[src/rtl/uart_pkg.sv]
// Shared UART definitions: receiver state encoding, frame width, default baud divisor.
package uart_pkg;

  typedef enum logic [2:0] {
    IDLE  = 3'd0,
    START = 3'd1,
    DATA  = 3'd2,
    STOP  = 3'd3,
    BREAK = 3'd4
  } state_t;

  localparam int DATA_BITS            = 8;
  localparam int CLKS_PER_BIT_DEFAULT = 104;  // 12 MHz / 115200, also used by uart_tx

  // Two-out-of-three vote used to filter single-sample glitches.
  function automatic logic majority3(input logic a, input logic b, input logic c);
    return (a & b) | (a & c) | (b & c);
  endfunction

endpackage

[src/rtl/sync_bit.sv]
// N-flop synchronizer for one asynchronous input; resets to 1 so an idle-high
// line does not look like an edge when reset is released.
module sync_bit #(
  parameter int N = 2
) (
  input  logic clk,
  input  logic reset,
  input  logic d,
  output logic q
);

  logic [N-1:0] ff;

  // Shift the asynchronous input through the flop chain.
  always_ff @(posedge clk) begin
    if (reset) ff <= '1;
    else       ff <= {ff[N-2:0], d};
  end

  assign q = ff[N-1];

endmodule

[src/rtl/uart_rx.sv]
// 8N1 UART receiver with false-start rejection, 3-sample majority voting per bit
// and framing-error detection followed by break recovery.
//
// state | meaning
// IDLE  | line idle, waiting for rxs low
// START | verifying start bit at mid-slot, rejecting glitches
// DATA  | receiving 8 data bits, LSB first
// STOP  | voting on the stop bit; leaves at mid-slot to absorb baud mismatch
// BREAK | stop bit was 0; wait for the line to return high
module uart_rx
  import uart_pkg::*;
#(
  parameter int CLKS_PER_BIT = CLKS_PER_BIT_DEFAULT,
  parameter int SYNC_STAGES  = 2
) (
  input  logic                 clk,
  input  logic                 reset,
  input  logic                 rx,
  output logic                 rx_valid,
  output logic [DATA_BITS-1:0] rx_data,
  output logic                 frame_err,
  output logic                 busy
);

  localparam int CW  = $clog2(CLKS_PER_BIT);
  localparam int MID = CLKS_PER_BIT / 2;
  localparam logic [CW-1:0] CNT_LAST = CW'(CLKS_PER_BIT - 1);
  localparam logic [CW-1:0] SAMP_A   = CW'(MID - 1);
  localparam logic [CW-1:0] SAMP_B   = CW'(MID);
  localparam logic [CW-1:0] DECIDE   = CW'(MID + 1);
  localparam logic [2:0]    IDX_LAST = 3'(DATA_BITS - 1);

  state_t               state, state_nxt;
  logic [CW-1:0]        clk_cnt;
  logic [2:0]           bit_idx;
  logic [DATA_BITS-1:0] shreg;
  logic                 rxs;
  logic                 s_a, s_b;
  logic                 maj, decide, last;
  logic                 load_bit, bit_inc, go_data, valid_set, ferr_set;

  sync_bit #(.N(SYNC_STAGES)) u_sync (
    .clk   (clk),
    .reset (reset),
    .d     (rx),
    .q     (rxs)
  );

  assign decide = (clk_cnt == DECIDE);
  assign last   = (clk_cnt == CNT_LAST);
  assign maj    = majority3(s_a, s_b, rxs);
  assign busy   = (state != IDLE);

  // State register.
  always_ff @(posedge clk) begin
    if (reset) state <= IDLE;
    else       state <= state_nxt;
  end

  // Next-state decode and datapath control strobes.
  always_comb begin
    state_nxt = state;
    load_bit  = 1'b0;
    bit_inc   = 1'b0;
    go_data   = 1'b0;
    valid_set = 1'b0;
    ferr_set  = 1'b0;
    case (state)
      IDLE: begin
        if (!rxs) state_nxt = START;
      end
      START: begin
        if (decide && maj) begin
          state_nxt = IDLE;
        end else if (last) begin
          state_nxt = DATA;
          go_data   = 1'b1;
        end
      end
      DATA: begin
        if (decide) load_bit = 1'b1;
        if (last) begin
          if (bit_idx == IDX_LAST) state_nxt = STOP;
          else                     bit_inc   = 1'b1;
        end
      end
      STOP: begin
        if (decide) begin
          if (maj) begin
            valid_set = 1'b1;
            state_nxt = IDLE;
          end else begin
            ferr_set  = 1'b1;
            state_nxt = BREAK;
          end
        end
      end
      BREAK: begin
        if (rxs) state_nxt = IDLE;
      end
      default: state_nxt = IDLE;
    endcase
  end

  // Bit-slot timer: restarts on every state change and at the end of each slot.
  always_ff @(posedge clk) begin
    if (reset) begin
      clk_cnt <= '0;
    end else if (state_nxt != state || last || state == IDLE || state == BREAK) begin
      clk_cnt <= '0;
    end else begin
      clk_cnt <= clk_cnt + 1'b1;
    end
  end

  // Capture the two early samples; the third is the live rxs at the decision point.
  always_ff @(posedge clk) begin
    if (reset) begin
      s_a <= 1'b1;
      s_b <= 1'b1;
    end else begin
      if (clk_cnt == SAMP_A) s_a <= rxs;
      if (clk_cnt == SAMP_B) s_b <= rxs;
    end
  end

  // Data bit index and shift register assembly.
  always_ff @(posedge clk) begin
    if (reset) begin
      bit_idx <= '0;
      shreg   <= '0;
    end else begin
      if (go_data)      bit_idx <= '0;
      else if (bit_inc) bit_idx <= bit_idx + 1'b1;
      if (load_bit) shreg[bit_idx] <= maj;
    end
  end

  // Registered output strobes and the held data byte.
  always_ff @(posedge clk) begin
    if (reset) begin
      rx_valid  <= 1'b0;
      frame_err <= 1'b0;
      rx_data   <= '0;
    end else begin
      rx_valid  <= valid_set;
      frame_err <= ferr_set;
      if (valid_set) rx_data <= shreg;
    end
  end

endmodule

[config.mk]
export PLATFORM = sky130hd
export DESIGN_NAME = uart_rx
export DESIGN_NICKNAME = d
export VERILOG_FILES = /design/src/rtl/uart_pkg.sv /design/src/rtl/sync_bit.sv /design/src/rtl/uart_rx.sv
export SDC_FILE = /design/constraint.sdc
export NUM_CORES = 1
export LEC_CHECK = 0
export BUFFER_PORTS_ARGS = -buffer_cell sky130_fd_sc_hd__buf_2
export CAP_MARGIN = 20
export CORE_MARGIN = 10
export CORE_UTILIZATION = 35
export DETAILED_ROUTE_END_ITERATION = 10
export PLACE_DENSITY = 0.49
export SYNTH_ARGS = -nofsm -noshare
export SYNTH_HDL_FRONTEND = slang
export SYNTH_HIERARCHICAL = 1
export SYNTH_SLANG_ARGS = --single-unit
[constraint.sdc]
create_clock -name clk -period 2.75 [get_ports clk]
set_clock_uncertainty 0.05 [all_clocks]
set_input_delay 0.275 -clock clk [delete_from_list [all_inputs] [get_ports clk]]
set_output_delay 0.275 -clock clk [all_outputs]
set_load 0.1 [all_outputs]
# Word level (Yosys, flattened, before mapping)
# Index checks and enable logic that the tools add are counted.
dict set report classes {
  n_addsub 2
  magnitude_cmp 2
  eq_ne 10
  n_mux 24
  bitwise 7
  reduce_logical 10
}
# operator count
set ops {}
lappend ops {{$mux 3} 8}
lappend ops {{$eq 7x6->1 const B} 3}
lappend ops {{$pmux 3 s5} 1}
lappend ops {{$mux 1} 13}
lappend ops {{$bwmux 8} 1}
lappend ops {{$add 7x1->7 const B} 1}
lappend ops {{$eq 7x7->1 const B} 1}
lappend ops {{$eq 3x2->1 const B} 2}
lappend ops {{$eq 3x3->1 const B} 2}
lappend ops {{$lt 3x4->1 const B} 1}
lappend ops {{$reduce_or 2->1} 2}
lappend ops {{$add 3x1->3 const B} 1}
lappend ops {{$and 1x1->1} 3}
lappend ops {{$demux 1 s3} 1}
lappend ops {{$eq 3x1->1 const B} 1}
lappend ops {{$ge 3x1->1 const B} 1}
lappend ops {{$logic_not 3->1} 1}
lappend ops {{$logic_or 1x1->1} 3}
lappend ops {{$ne 3x3->1} 1}
lappend ops {{$reduce_bool 3->1} 1}
lappend ops {{$reduce_or 3->1} 1}
lappend ops {{$logic_and 1x1->1} 2}
lappend ops {{$not 1->1} 2}
lappend ops {{$or 1x1->1} 2}
dict set report word_totals {
  ff_bits 35
  inputBits 3
  wordCells 65
}

# Longest topological paths before layout
dict set report depth {
  word_depth 11
  depth_mapped 8
}

# By module
# Netlist, hierarchy kept.
# mod instances cells_each area_each_um2
set by_module_without_submodules {}
lappend by_module_without_submodules {uart_rx 1 162 1577.8}
lappend by_module_without_submodules {sync_bit 1 4 52.6}

# Worst setup path before layout
# Ideal clock, no wire load.
dict set report synth_timing {
  path_kind {register -> register}
  start {register state[2]}
  end {register clk_cnt[0]}
  setup_time_ns 0.082
  t_arrival_ns 2.116
  setup_slack_ns 0.502
  stages_incl_launch_ff 7
  synth_period_minus_slack_ns 2.248
  path_cell_list {dfxtp_1 -> buf_2 -> or3_1 -> o22ai_1 -> or3_1 -> buf_4 -> a211oi_2}
}
dict set report synth_via {
  elab_chain_cells 8
  word_cells_on_any_way 18
}
# element line
set synth_rtl {}
lappend synth_rtl {{start: declaration} uart_rx.sv:33} ;# state_t state, state_nxt;
lappend synth_rtl {{start signal: assignment} uart_rx.sv:57} ;# else state <= state_nxt;
lappend synth_rtl {{$mux 3, on equally long branches} {uart_rx.sv:83, uart_rx.sv:75}}
lappend synth_rtl {{$mux 3, on equally long branches} {uart_rx.sv:82, uart_rx.sv:73}}
lappend synth_rtl {{$pmux 3 s5} uart_rx.sv:68} ;# case (state)
lappend synth_rtl {{$ne 3x3->1} uart_rx.sv:109} ;# end else if (state_nxt != state || last || state == IDLE || state == BREAK) begin
lappend synth_rtl {{$logic_or 1x1->1 (2 in series)} uart_rx.sv:109}
lappend synth_rtl {{$logic_or 1x1->1 (*)} uart_rx.sv:109}
lappend synth_rtl {{$reduce_or 2->1 (no source line) (*)} --}
lappend synth_rtl {{end signal: assignment} uart_rx.sv:112} ;# clk_cnt <= clk_cnt + 1'b1;
lappend synth_rtl {{end: declaration} uart_rx.sv:34} ;# logic [CW-1:0] clk_cnt;
# Mark *: on every way between the ends. The rest lies on a longest branch, timed or not.
# A chain may end at the register's enable or synchronous reset.

# Final worst setup path
dict set report layout_timing {
  start {register bit_idx[1]}
  end {register clk_cnt[1]}
}
dict set report layout_via {
  elab_chain_cells 9
}
# element line
set layout_rtl {}
lappend layout_rtl {{start: declaration} uart_rx.sv:35} ;# logic [2:0] bit_idx;
lappend layout_rtl {{start signal: assignment} uart_rx.sv:134} ;# else if (bit_inc) bit_idx <= bit_idx + 1'b1;
lappend layout_rtl {{$eq 3x3->1} uart_rx.sv:83} ;# if (bit_idx == IDX_LAST) state_nxt = STOP;
lappend layout_rtl {{$mux 3} uart_rx.sv:83}
lappend layout_rtl {{$mux 3} uart_rx.sv:82} ;# if (last) begin
lappend layout_rtl {{$pmux 3 s5} uart_rx.sv:68}
lappend layout_rtl {{$ne 3x3->1} uart_rx.sv:109}
lappend layout_rtl {{$logic_or 1x1->1 (3 in series)} uart_rx.sv:109}
lappend layout_rtl {{$reduce_or 2->1 (no source line)} --}
# Every way passes these cells.

==> impl_results.md <==
- Vert. Die Dim: slightly below 90 um
- Cell area power density: 504.1 nW/um2
- Post-synthesis cell type count: 47
- Number of I/O pins: 14
- CTS tree: built
- Sequential cell area fraction in the yosys report: a little over two fifths
- Minimum setup slack after placement: about 0.48 ns
- Aggregate global-route resource usage: roughly a tenth
- Hold buffer count at CTS: 0
- Hold WC Path Type: in2reg
- Avg WL per Cell: 14.15 um
- Mapped Area: approximately 1600 um2
- Number of storage elements in the synthesis netlist: 35
- N_diodes: 0
- Worst-skew pair later-pin latency: 0.29 ns
- Pin count of the biggest net entering global routing: 27
- Initial antenna violation count: 0
- Clock Sinks: 35
- TritonCTS Buffers: 5
- TritonRoute pass-1 iters: 4
- Most used flip-flop cell after synthesis: sky130_fd_sc_hd__dfxtp_1
- Slew margin rel.: 65.63%
- Die ar.: between 7000 and 8000 um2
- Final worst path period need: between 2 and 2.5 ns
- Setup repair after global routing missed its margin: no
- Number of cells produced by synthesis: approximately 170
- Syn-to-layout area delta: 10.28%
- Final cycle utilization of the critical path: 83.61%
- Placeable core area: between 4000 and 5000 um2
- Total vias in the final route: between 1,000 and 1,500
- Most frequent cell after synthesis: sky130_fd_sc_hd__dfxtp_1
- Post-detailed-route via-to-cell ratio: 5.203
- Static Leak: 0.7151 nW
- IR drop worst, VDD: roughly 300 uV
- Hold Vio Cnt, Final: 0
- Vias in the first global route: about 1,200
- Net count reported at finish: approximately 190
- Antenna-violating nets left: 0
- Root cell of the clock tree: sky130_fd_sc_hd__clkbuf_8
- Wire length of the first global-routing pass: between 5000 and 6000 um
- Share of flip-flops with an asynchronous set or reset: 0%
- EDFF count, synth: 0
- Result of the run: complete, no violations
- Maximum net fanout on the critical path: 9
- Routability congestion estimate from global placement: around 0.85
- Largest buffer count on any clock path: 2
- Worst path setup slack after routing: about 0.45 ns
- Final sum of negative setup slack: 0 ns
- Slew at the pin closest to its max-slew limit: a little over 0.5 ns
- Post-synthesis net count: 174
- Detailed Route Iter0 Violations: 91
- Setup Buffers After CTS: 0
- Path type of the worst setup path: reg2reg
- Achievable frequency: about 430 MHz
- Number of remaining DRC errors: 0
- Finish-stage setup viols: 0
- FP Rows: 24
- Worst path arrival time: 2.41 ns
- Final worst hold slack: roughly 0.11 ns
- Area fraction of the dominant cell type after synthesis: 42.98%
- Starting Density: a little under two fifths
- Number of resized instances in the post-cts repair step: 0
- Startpoint class of the critical path: register
- Largest area contributor in the netlist: sky130_fd_sc_hd__dfxtp_1
- Final wirelength: between 3000 and 4000 um
- Biggest area contributors in the synthesized netlist: sky130_fd_sc_hd__dfxtp_1 (43%), sky130_fd_sc_hd__mux2i_1 (7.4%), sky130_fd_sc_hd__nor2_1 (5.1%), sky130_fd_sc_hd__a211oi_2 (4.6%), sky130_fd_sc_hd__ha_1 (3.8%)
- Count of port buffers added during placement: 13
- Filler Cells Inserted: roughly 460
- Share of cells above drive strength 1: 18.89%
- Maximum capacitance violations: 0
- Critical path data required time: between 2 and 3 ns
- Warnings from Yosys: 6
- Total congestion overflow: 0
- Detailed placer's ending HPWL: 2406 um
- Die Wd: a little under 90 um
- Number of levels the H-tree was split into: 2
- Top cells by count, synth: sky130_fd_sc_hd__dfxtp_1 (35), sky130_fd_sc_hd__nor2_1 (22), sky130_fd_sc_hd__mux2i_1 (12)
- Kind of capture point of the worst setup path: register
- Average size of a mapped cell: 9.821 um2
- Total count of max-transition violations in the final report: 0
- Clock transition at path regs: roughly 0.070 ns
==> cell type report <==
cell class / instances / area [um2] / area share (%)
Inverter: 4 / 16.27 / 0.9047
Clock inverter: 1 / 5.005 / 0.2784
Clock buffer: 7 / 76.32 / 4.245
Timing Repair Buffer: 13 / 65.06 / 3.619
Sequential cell: 35 / 700.7 / 38.97
Multi-Input combinational cell: 120 / 869.6 / 48.36
Tap cell: 52 / 65.06 / 3.619
==> power by group <==
| part | switching [mW] | leakage, nW | internal, mW |
|---|---|---|---|
| Clock | 0.183 | 0.0422 | 0.178 |
| Sequential | 0.00457 | 0.283 | 0.509 |
| Combinational | 0.0240 | 0.390 | 0.00836 |
==> sequential cells by signal (all words and copies together), names as in the netlist <==
| name | cells |
|---|---|
| state | 3 |
| u_sync/ff | 2 |
| bit_idx | 3 |
| clk_cnt | 7 |
| frame_err | 1 |
| rx_valid | 1 |
| shreg | 8 |
| s_b | 1 |
| rx_data | 8 |
| s_a | 1 |
==> cell families after synthesis <==
kind of cell,after synthesis,share of synthesized area [%]
DFF,35,42.98
xor gates and xnor gates,6,3.223
buffers and inverters,11,3.683
muxes,12,7.368
adders and majority gates,6,4.528
AOI/OAI and AO/OA,34,16.73
and+or+nand+nor,62,21.49
==> critical path: stages, from the launching register on <==
cell,delay (ns)
sky130_fd_sc_hd__dfxtp_1,0.49
sky130_fd_sc_hd__ha_1,0.20
sky130_fd_sc_hd__ha_1,0.15
sky130_fd_sc_hd__clkinvlp_2,0.10
sky130_fd_sc_hd__or4_1,0.53
sky130_fd_sc_hd__a21oi_2,0.20
sky130_fd_sc_hd__or3_1,0.33
sky130_fd_sc_hd__a211oi_2,0.12
==> cell usage in the layout (no fill, tap or decap), types with 2 or more instances in the layout <==
cell,count
sky130_fd_sc_hd__clkbuf_8,5
sky130_fd_sc_hd__or3_1,2
sky130_fd_sc_hd__inv_1,3
sky130_fd_sc_hd__and3_1,2
sky130_fd_sc_hd__ha_1,5
sky130_fd_sc_hd__mux2i_1,12
sky130_fd_sc_hd__nor2_1,22
sky130_fd_sc_hd__dfxtp_1,35
sky130_fd_sc_hd__clkbuf_1,2
sky130_fd_sc_hd__a31oi_1,2
sky130_fd_sc_hd__a21oi_1,7
sky130_fd_sc_hd__xor2_1,4
sky130_fd_sc_hd__xnor2_1,2
sky130_fd_sc_hd__nand2b_1,4
sky130_fd_sc_hd__a211oi_2,6
sky130_fd_sc_hd__nand4bb_1,2
sky130_fd_sc_hd__nand3_1,6
sky130_fd_sc_hd__nand2_1,4
sky130_fd_sc_hd__nor3b_1,4
sky130_fd_sc_hd__a311oi_1,2
sky130_fd_sc_hd__nor2b_1,3
sky130_fd_sc_hd__a211oi_1,7
sky130_fd_sc_hd__o21ai_0,2
sky130_fd_sc_hd__or2_1,2
sky130_fd_sc_hd__buf_2,13
==> stage by stage <==
| step | power, mW | instance area (um2) | util (%) | cells |
|---|---|---|---|---|
| 3_5_place_dp | 0.5586 | 1717 | 38.63 | 224 |
| 4_1_cts | 0.9158 | 1798 | 40.46 | 232 |
| 5_1_grt | 0.9380 | 1798 | 40.46 | 232 |
| 2_1_floorplan | 0.5534 | 1630 | - | 166 |
| 6_report | 0.9063 | 1798 | 40.46 | 232 |
| 3_3_place_gp | 0.5582 | 1717 | 38.63 | 224 |
==> worst paths after layout <==
path	from	to	slack, ns	cells past startpoint
worst min-delay path	rx	u_sync/ff[0]	0.11	2
worst max-delay path	bit_idx[1]	clk_cnt[1]	0.45	7
worst max register to register	bit_idx[1]	clk_cnt[1]	0.45	7
worst min register to register	u_sync/ff[0]	u_sync/ff[1]	0.36	1
==> routing by layer <==
metal / up-vias / wire [um] / global-route usage [%]
met3: 9 / 174 / 2.941
met4: 0 / 85 / 6.167
li1: 630 / - / -
met1: 545 / 1691 / 12.55
met5: - / 0 / 0
met2: 23 / 1331 / 12.46
Power figures use the tool's default switching activity.
